## src/rtl/reset_sequencer_if.sv

```systemverilog
// reset_sequencer_if: request inputs and staged reset outputs of the reset sequencer
interface reset_sequencer_if;
  logic       BTN_RESET_;
  logic       SW_RESET_REQ;
  logic       WDT_EN;
  logic       WDT_KICK;
  logic       PERIPH_RESET_;
  logic       CPU_RESET_;
  logic       BUSY;
  logic [1:0] CAUSE;
  modport slave (
    input  BTN_RESET_, SW_RESET_REQ, WDT_EN, WDT_KICK,
    output PERIPH_RESET_, CPU_RESET_, BUSY, CAUSE
  );
  modport master (
    output BTN_RESET_, SW_RESET_REQ, WDT_EN, WDT_KICK,
    input  PERIPH_RESET_, CPU_RESET_, BUSY, CAUSE
  );
endinterface

```

## src/rtl/reset_sequencer.sv

```systemverilog
// reset_sequencer: merges POR, debounced button, software and watchdog requests into a
// held reset that releases peripherals first and the CPU a fixed gap later.
module reset_sequencer #(
  parameter int unsigned SYSCLK_MHZ  = 27,
  parameter int unsigned DEBOUNCE_US = 10000,
  parameter int unsigned HOLD_US     = 1000,
  parameter int unsigned GAP_US      = 100,
  parameter int unsigned WDT_US      = 500000
) (
  input logic              CLK,
  input logic              RESET_,
  reset_sequencer_if.slave bus
);
  localparam logic [31:0] DEBOUNCE_CYC = 32'(SYSCLK_MHZ * DEBOUNCE_US);
  localparam logic [31:0] HOLD_CYC     = 32'(SYSCLK_MHZ * HOLD_US);
  localparam logic [31:0] GAP_CYC      = 32'(SYSCLK_MHZ * GAP_US);
  localparam logic [31:0] WDT_CYC      = 32'(SYSCLK_MHZ * WDT_US);
  typedef enum logic [1:0] {ASSERT, REL_PERIPH, RUN} state_t;
  state_t      r_state, w_state_n;
  logic [31:0] r_hold, w_hold_n, r_gap, w_gap_n, r_wdt, w_wdt_n, r_deb;
  logic [1:0]  r_cause, w_cause_n;
  logic        r_sync1, r_sync2, r_armed, r_btn_req, r_periph, r_cpu;
  logic        w_deb_done, w_wdt_req, w_any_req;
  assign w_deb_done = r_deb == DEBOUNCE_CYC - 32'd1;
  // r_armed=1 waits for a low run (press), r_armed=0 waits for a high run (release);
  // starting disarmed stops the cleared synchronizer from looking like a press.
  always_ff @(posedge CLK or negedge RESET_)
    if (!RESET_) begin
      r_sync1   <= 1'b0;
      r_sync2   <= 1'b0;
      r_deb     <= '0;
      r_armed   <= 1'b0;
      r_btn_req <= 1'b0;
    end else begin
      r_sync1   <= bus.BTN_RESET_;
      r_sync2   <= r_sync1;
      r_deb     <= (r_sync2 == r_armed || w_deb_done) ? '0 : r_deb + 32'd1;
      r_armed   <= (r_sync2 != r_armed && w_deb_done) ? ~r_armed : r_armed;
      r_btn_req <= r_armed && !r_sync2 && w_deb_done;
    end
  assign w_wdt_req = r_state == RUN && bus.WDT_EN && !bus.WDT_KICK && r_wdt == WDT_CYC - 32'd1;
  assign w_any_req = r_btn_req || w_wdt_req || bus.SW_RESET_REQ;
  always_comb begin
    w_state_n = r_state;
    w_hold_n  = r_hold;
    w_gap_n   = r_gap;
    w_cause_n = r_cause;
    w_wdt_n   = (r_state == RUN && bus.WDT_EN && !bus.WDT_KICK) ? r_wdt + 32'd1 : '0;
    case (r_state)
      ASSERT: begin
        w_state_n = (r_hold == HOLD_CYC - 32'd1) ? REL_PERIPH : ASSERT;
        w_hold_n  = (r_hold == HOLD_CYC - 32'd1) ? '0 : r_hold + 32'd1;
      end
      REL_PERIPH: begin
        w_state_n = (r_gap == GAP_CYC - 32'd1) ? RUN : REL_PERIPH;
        w_gap_n   = (r_gap == GAP_CYC - 32'd1) ? '0 : r_gap + 32'd1;
      end
      default: ;
    endcase
    if (w_any_req) begin
      w_state_n = ASSERT;
      w_hold_n  = '0;
      w_gap_n   = '0;
      w_wdt_n   = '0;
      w_cause_n = r_btn_req ? 2'd1 : w_wdt_req ? 2'd3 : 2'd2;
    end
  end
  // outputs follow the next state so each release lands on the transition edge
  always_ff @(posedge CLK or negedge RESET_)
    if (!RESET_) begin
      r_state  <= ASSERT;
      r_hold   <= '0;
      r_gap    <= '0;
      r_wdt    <= '0;
      r_cause  <= 2'd0;
      r_periph <= 1'b0;
      r_cpu    <= 1'b0;
    end else begin
      r_state  <= w_state_n;
      r_hold   <= w_hold_n;
      r_gap    <= w_gap_n;
      r_wdt    <= w_wdt_n;
      r_cause  <= w_cause_n;
      r_periph <= w_state_n != ASSERT;
      r_cpu    <= w_state_n == RUN;
    end
  assign bus.PERIPH_RESET_ = r_periph;
  assign bus.CPU_RESET_    = r_cpu;
  assign bus.BUSY          = r_state != RUN;
  assign bus.CAUSE         = r_cause;
endmodule

```

## src/flat_wrapper.sv

```systemverilog
// flat-port wrapper written by rule: the top's interface ports become plain ports
module reset_sequencer_flat 
#(
  parameter int unsigned SYSCLK_MHZ  = 27,
  parameter int unsigned DEBOUNCE_US = 10000,
  parameter int unsigned HOLD_US     = 1000,
  parameter int unsigned GAP_US      = 100,
  parameter int unsigned WDT_US      = 500000
)
  (CLK, RESET_, bus_BTN_RESET_, bus_SW_RESET_REQ, bus_WDT_EN, bus_WDT_KICK, bus_PERIPH_RESET_, bus_CPU_RESET_, bus_BUSY, bus_CAUSE);
  reset_sequencer_if bus_i ();
  input logic CLK;
  input logic RESET_;
  input wire logic [$bits(bus_i.BTN_RESET_)-1:0] bus_BTN_RESET_;
  input wire logic [$bits(bus_i.SW_RESET_REQ)-1:0] bus_SW_RESET_REQ;
  input wire logic [$bits(bus_i.WDT_EN)-1:0] bus_WDT_EN;
  input wire logic [$bits(bus_i.WDT_KICK)-1:0] bus_WDT_KICK;
  output wire logic [$bits(bus_i.PERIPH_RESET_)-1:0] bus_PERIPH_RESET_;
  output wire logic [$bits(bus_i.CPU_RESET_)-1:0] bus_CPU_RESET_;
  output wire logic [$bits(bus_i.BUSY)-1:0] bus_BUSY;
  output wire logic [$bits(bus_i.CAUSE)-1:0] bus_CAUSE;
  assign bus_i.BTN_RESET_ = bus_BTN_RESET_;
  assign bus_i.SW_RESET_REQ = bus_SW_RESET_REQ;
  assign bus_i.WDT_EN = bus_WDT_EN;
  assign bus_i.WDT_KICK = bus_WDT_KICK;
  assign bus_PERIPH_RESET_ = bus_i.PERIPH_RESET_;
  assign bus_CPU_RESET_ = bus_i.CPU_RESET_;
  assign bus_BUSY = bus_i.BUSY;
  assign bus_CAUSE = bus_i.CAUSE;
  reset_sequencer #(.SYSCLK_MHZ(SYSCLK_MHZ), .DEBOUNCE_US(DEBOUNCE_US), .HOLD_US(HOLD_US), .GAP_US(GAP_US), .WDT_US(WDT_US)) u_core (.CLK(CLK), .RESET_(RESET_), .bus(bus_i));
endmodule
```

## config.mk

```make
export PLATFORM = sky130hd
export DESIGN_NAME = reset_sequencer_flat
export DESIGN_NICKNAME = d
export VERILOG_FILES = /design/src/rtl/reset_sequencer_if.sv /design/src/rtl/reset_sequencer.sv /design/src/flat_wrapper.sv
export SDC_FILE = /design/constraint.sdc
export NUM_CORES = 1
export LEC_CHECK = 0
export BUFFER_PORTS_ARGS = -buffer_cell sky130_fd_sc_hd__buf_2
export CORE_UTILIZATION = 57
export CTS_CLUSTER_SIZE = 24
export DETAILED_ROUTE_END_ITERATION = 8
export HOLD_SLACK_MARGIN = 0.02
export PLACE_DENSITY_LB_ADDON = 0.15
export RECOVER_POWER = 100
export SYNTH_ARGS = -nofsm -noshare
export SYNTH_HDL_FRONTEND = slang
export SYNTH_SLANG_ARGS = --single-unit
```

## constraint.sdc

```tcl
create_clock -name CLK -period 6.4 [get_ports CLK]
set_clock_uncertainty 0.1 [all_clocks]
set_input_delay 1.28 -clock CLK [delete_from_list [all_inputs] [get_ports CLK]]
set_output_delay 1.28 -clock CLK [all_outputs]
set_load 0.01 [all_outputs]
```

==> impl_metrics.env <==
export IMPL_detailedRoute_firstIterationViolations=395
export IMPL_ys_dominant_reg_cell="sky130_fd_sc_hd__dfrtp_1"
export IMPL_worst_r2r_path_depth=7
export IMPL_power_per_cell_area_mw_per_mm2=235
export IMPL_grt_max_degree=83
export IMPL_detailed_place_hpwl_um=9710
export IMPL_combinationalPowerShare_pct=2.0
export IMPL_clock_root_buffer="sky130_fd_sc_hd__clkbuf_16"
export IMPL_crit_path_start_kind="input pin"
export IMPL_synth_largest_area_cell="sky130_fd_sc_hd__dfrtp_1"
export IMPL_power_switching_fraction_pct=20.8
export IMPL_timing_reg2reg_setup_slack_ns=2.47
export IMPL_ant_cells=0
export IMPL_floorplan_initialDensity_pct=59.5
export IMPL_port_buffers=10
export IMPL_timing_critical_path_required_ns=6.56
export IMPL_async_reset_ff_share_pct=100
export IMPL_globalRouteOverflowTotal=0
export IMPL_cts_htree_levels=4
export IMPL_cts_hold_buffers=0
export IMPL_yosys_top_cells_count="138 x sky130_fd_sc_hd__dfrtp_1, 128 x sky130_fd_sc_hd__nor2_1, 62 x sky130_fd_sc_hd__xor2_1"
export IMPL_dr_total_vias=5610
export IMPL_seq_power_share_pct=47.0
export IMPL_synth_edf_count=0
export IMPL_synth_compound_gate_area_share_pct=3.94
export IMPL_crit_path_start="bus_WDT_KICK"
export IMPL_global_route_usage_total_pct=25.1
export IMPL_finalCriticalPeriod_ns=4.16
export IMPL_routed_vias_inst=5.90
export IMPL_synthXorXnorAreaFrac_pct=11.8
export IMPL_worst_skew_pair_late_latency_ns=0.43
export IMPL_slew_limit_headroom_pct=-17.2
export IMPL_switching_power_mw=0.390
export IMPL_yosys_cell_count_top_type="sky130_fd_sc_hd__dfrtp_1"
export IMPL_drt_pass1_iter_count=5
export IMPL_tightest_slew_ns=1.76
export IMPL_internal_power_of_the_cells_mw=1.48
export IMPL_hold_violations=0
export IMPL_grt_pass1_wl_um=25900
export IMPL_whs_ns=0.266
export IMPL_critPathBufInv=2
export IMPL_ys_seq_area_share_pct=47.3
export IMPL_avg_synthesized_cell_area_um2=9.50
export IMPL_worstPathArrival_ns=4.32
export IMPL_preCtsSetupSlack_ns=2.75
export IMPL_critical_path_top_delay_family="buffers and inverters"
export IMPL_r2r_start="u_core.r_wdt[0]"
export IMPL_fmax_mhz=240
export IMPL_grt_setup_unrepaired="false"
export IMPL_cts_resized=0
export IMPL_worst_setup_hold_path_clk_slew_ns=0.06
export IMPL_critical_path_peak_fanout=40
export IMPL_violated_checks="capacitance limit, slew limit"
export IMPL_yosys_area_share_adder_pct=0.857
export IMPL_die_height_um=115
export IMPL_synth_ff_latch_count=138
export IMPL_slowest_delay_ns=1.29
export IMPL_finalSetupViolCount=0
export IMPL_core_area_mm2=0.0123
export IMPL_setup_worst_path_end_class="flip-flop"
export IMPL_total_leakage_power_nw=3.27
export IMPL_post_route_worst_setup_slack_ns=2.24
export IMPL_cell_area_after_technology_mapping_mm2=0.00730
export IMPL_finalWeightedCongestion=0.848
export IMPL_placement_rows=40
export IMPL_grt_pass1_vias=5458
export IMPL_total_power_mw=1.87
export IMPL_syn_instance_count=768
export IMPL_drt_antenna_violating_nets=0
export IMPL_post_route_period_util_pct=65.0
export IMPL_max_cap_violations=2
export IMPL_timing_critical_path_cells="buf_2, and4bb_1, nand3_1, o31ai_4, clkbuf_1, a21o_1, nor2_1"
export IMPL_status="complete, but fails checks"
export IMPL_critical_path_slowest_cell="sky130_fd_sc_hd__clkbuf_1"
export IMPL_layout_area_overhead_vs_synth_pct=9.45
export IMPL_numCtsBuffers=17
export IMPL_synth_cell_types=53
export IMPL_detail_route_drc_violations=0
export IMPL_clock_path_buffers=2
export IMPL_max_vdd_ir_drop_v=0.000183
export IMPL_synthMuxAreaShare_pct=0.137
export IMPL_cts_setup_buffers=0
export IMPL_crit_reg2reg_capture="u_core.r_gap[3]"
export IMPL_type_of_the_setup_path_with_the_least_slack="input pin to flip-flop"
export IMPL_maxSlewViolCount=74
export IMPL_hold_path_depth=0
export IMPL_yosys_warnings=0
export IMPL_synth_top_area_share_pct=47.3
export IMPL_cp_endpoint="u_core.r_gap[3]"
export IMPL_post_route_cells_drive_above_1_share_pct=8.05
export IMPL_finalNetCount=781
export IMPL_io_pins=11
export IMPL_utilization_pct=65.1
export IMPL_grt_antenna_before_repair=0
export IMPL_yosys_top_cells_area="sky130_fd_sc_hd__dfrtp_1 47%, sky130_fd_sc_hd__xor2_1 7.4%, sky130_fd_sc_hd__nor2_1 6.6%, sky130_fd_sc_hd__nand4_1 4.4%, sky130_fd_sc_hd__xnor2_1 4.3%"
export IMPL_die_area_mm2=0.0133
export IMPL_cp_depth=7
export IMPL_syn_nets=779
export IMPL_wire_per_inst_um=15.6
export IMPL_post_synth_and_or_nand_nor_area_fraction_pct=33.0
export IMPL_fillCellCount=1008
export IMPL_main_combinational_cell_family_by_area_after_synthesis="simple AND/OR/NAND/NOR gates"
export IMPL_proportion_of_power_drawn_by_the_clock_network_pct=51.0
export IMPL_finalWirelength_um=14900
export IMPL_hold_path_class="flip-flop to flip-flop"
export IMPL_tritoncts="yes"
export IMPL_tritoncts_num_sinks=138
export IMPL_die_width_um=115
export IMPL_setup_total_negative_slack_ns=0
==> area by class of cell <==
type / count / area (µm²) / area share [%]
inverters: 17 / 63.8 / 0.799
clock buffers: 24 / 482 / 6.03
multi-input cells: 584 / 3620 / 45.4
clock inverters: 8 / 92.6 / 1.16
flip-flops and latches: 138 / 3450 / 43.2
repair buffers: 12 / 61.3 / 0.768
well taps: 168 / 210 / 2.63
==> logic make-up after synthesis <==
group	after synthesis
adder cells (fa/ha/maj)	5
AND/OR/NAND/NOR	433
AO/OA/AOI/OAI	47
XOR/XNOR	98
multiplexers	1
buffers and inverters	46
flip-flops	138
==> power by group through the flow <==
stage	clock network (mW)	logic, mW	registers [mW]
after detailed placement	0	0.0389	0.897
final	0.955	0.0374	0.881
after CTS	0.975	0.0390	0.881
after global placement	0	0.0377	0.896
after floorplan	0	0.0173	0.896
after global routing	1.01	0.0438	0.881
==> routing by layer <==
| metal | global-route usage (%) | wire [µm] | vias to the layer above |
|---|---|---|---|
| met5 | 0 | 0 | - |
| met4 | 9.78 | 165 | 0 |
| met3 | 5.38 | 427 | 15 |
| met2 | 41.1 | 7310 | 79 |
| met1 | 32.9 | 6970 | 2803 |
| li1 | - | - | 2713 |
==> through the flow <==
step                      cell area [µm²]  instances
after floorplan                      7300        768
after global placement               7420        919
after detailed placement             7420        919
after CTS                            8000        951
after global routing                 7990        951
final                                7990        951
==> cell usage in the layout (no fill, tap or decap), drive strengths merged, types with 12 or more instances in the layout <==
master	synthesis	final
and3	16	16
nor4	36	36
a21oi	28	28
xnor2	36	36
clkbuf	11	30
nand4	53	53
or3	12	12
nor3	21	21
nand2	59	59
inv	17	17
nand3	54	54
dfrtp	138	138
nor2	128	128
xor2	62	62
==> state kept, by name (all words and copies together) (netlist names) <==
| signal | count |
|---|---|
| u_core.r_deb | 32 |
| u_core.r_gap | 32 |
| u_core.r_hold | 32 |
| u_core.r_wdt | 32 |
| u_core.bus.CAUSE | 2 |
| u_core.r_state | 2 |
| u_core.bus.CPU_RESET_ | 1 |
| u_core.bus.PERIPH_RESET_ | 1 |
| u_core.r_armed | 1 |
| u_core.r_btn_req | 1 |
| u_core.r_sync1 | 1 |
| u_core.r_sync2 | 1 |
==> how the worst min path moves through the flow <==
stage	start	endpoint	slack, ns
finish	u_core.r_sync1	u_core.r_sync2	0.27
global route	u_core.r_sync1	u_core.r_sync2	0.27
CTS	u_core.r_sync1	u_core.r_sync2	0.27
detailed placement	u_core.r_sync1	u_core.r_sync2	0.24
global placement	u_core.r_sync1	u_core.r_sync2	0.25
floorplan	u_core.r_sync1	u_core.r_sync2	0.23
Power figures use the tool's default switching activity.
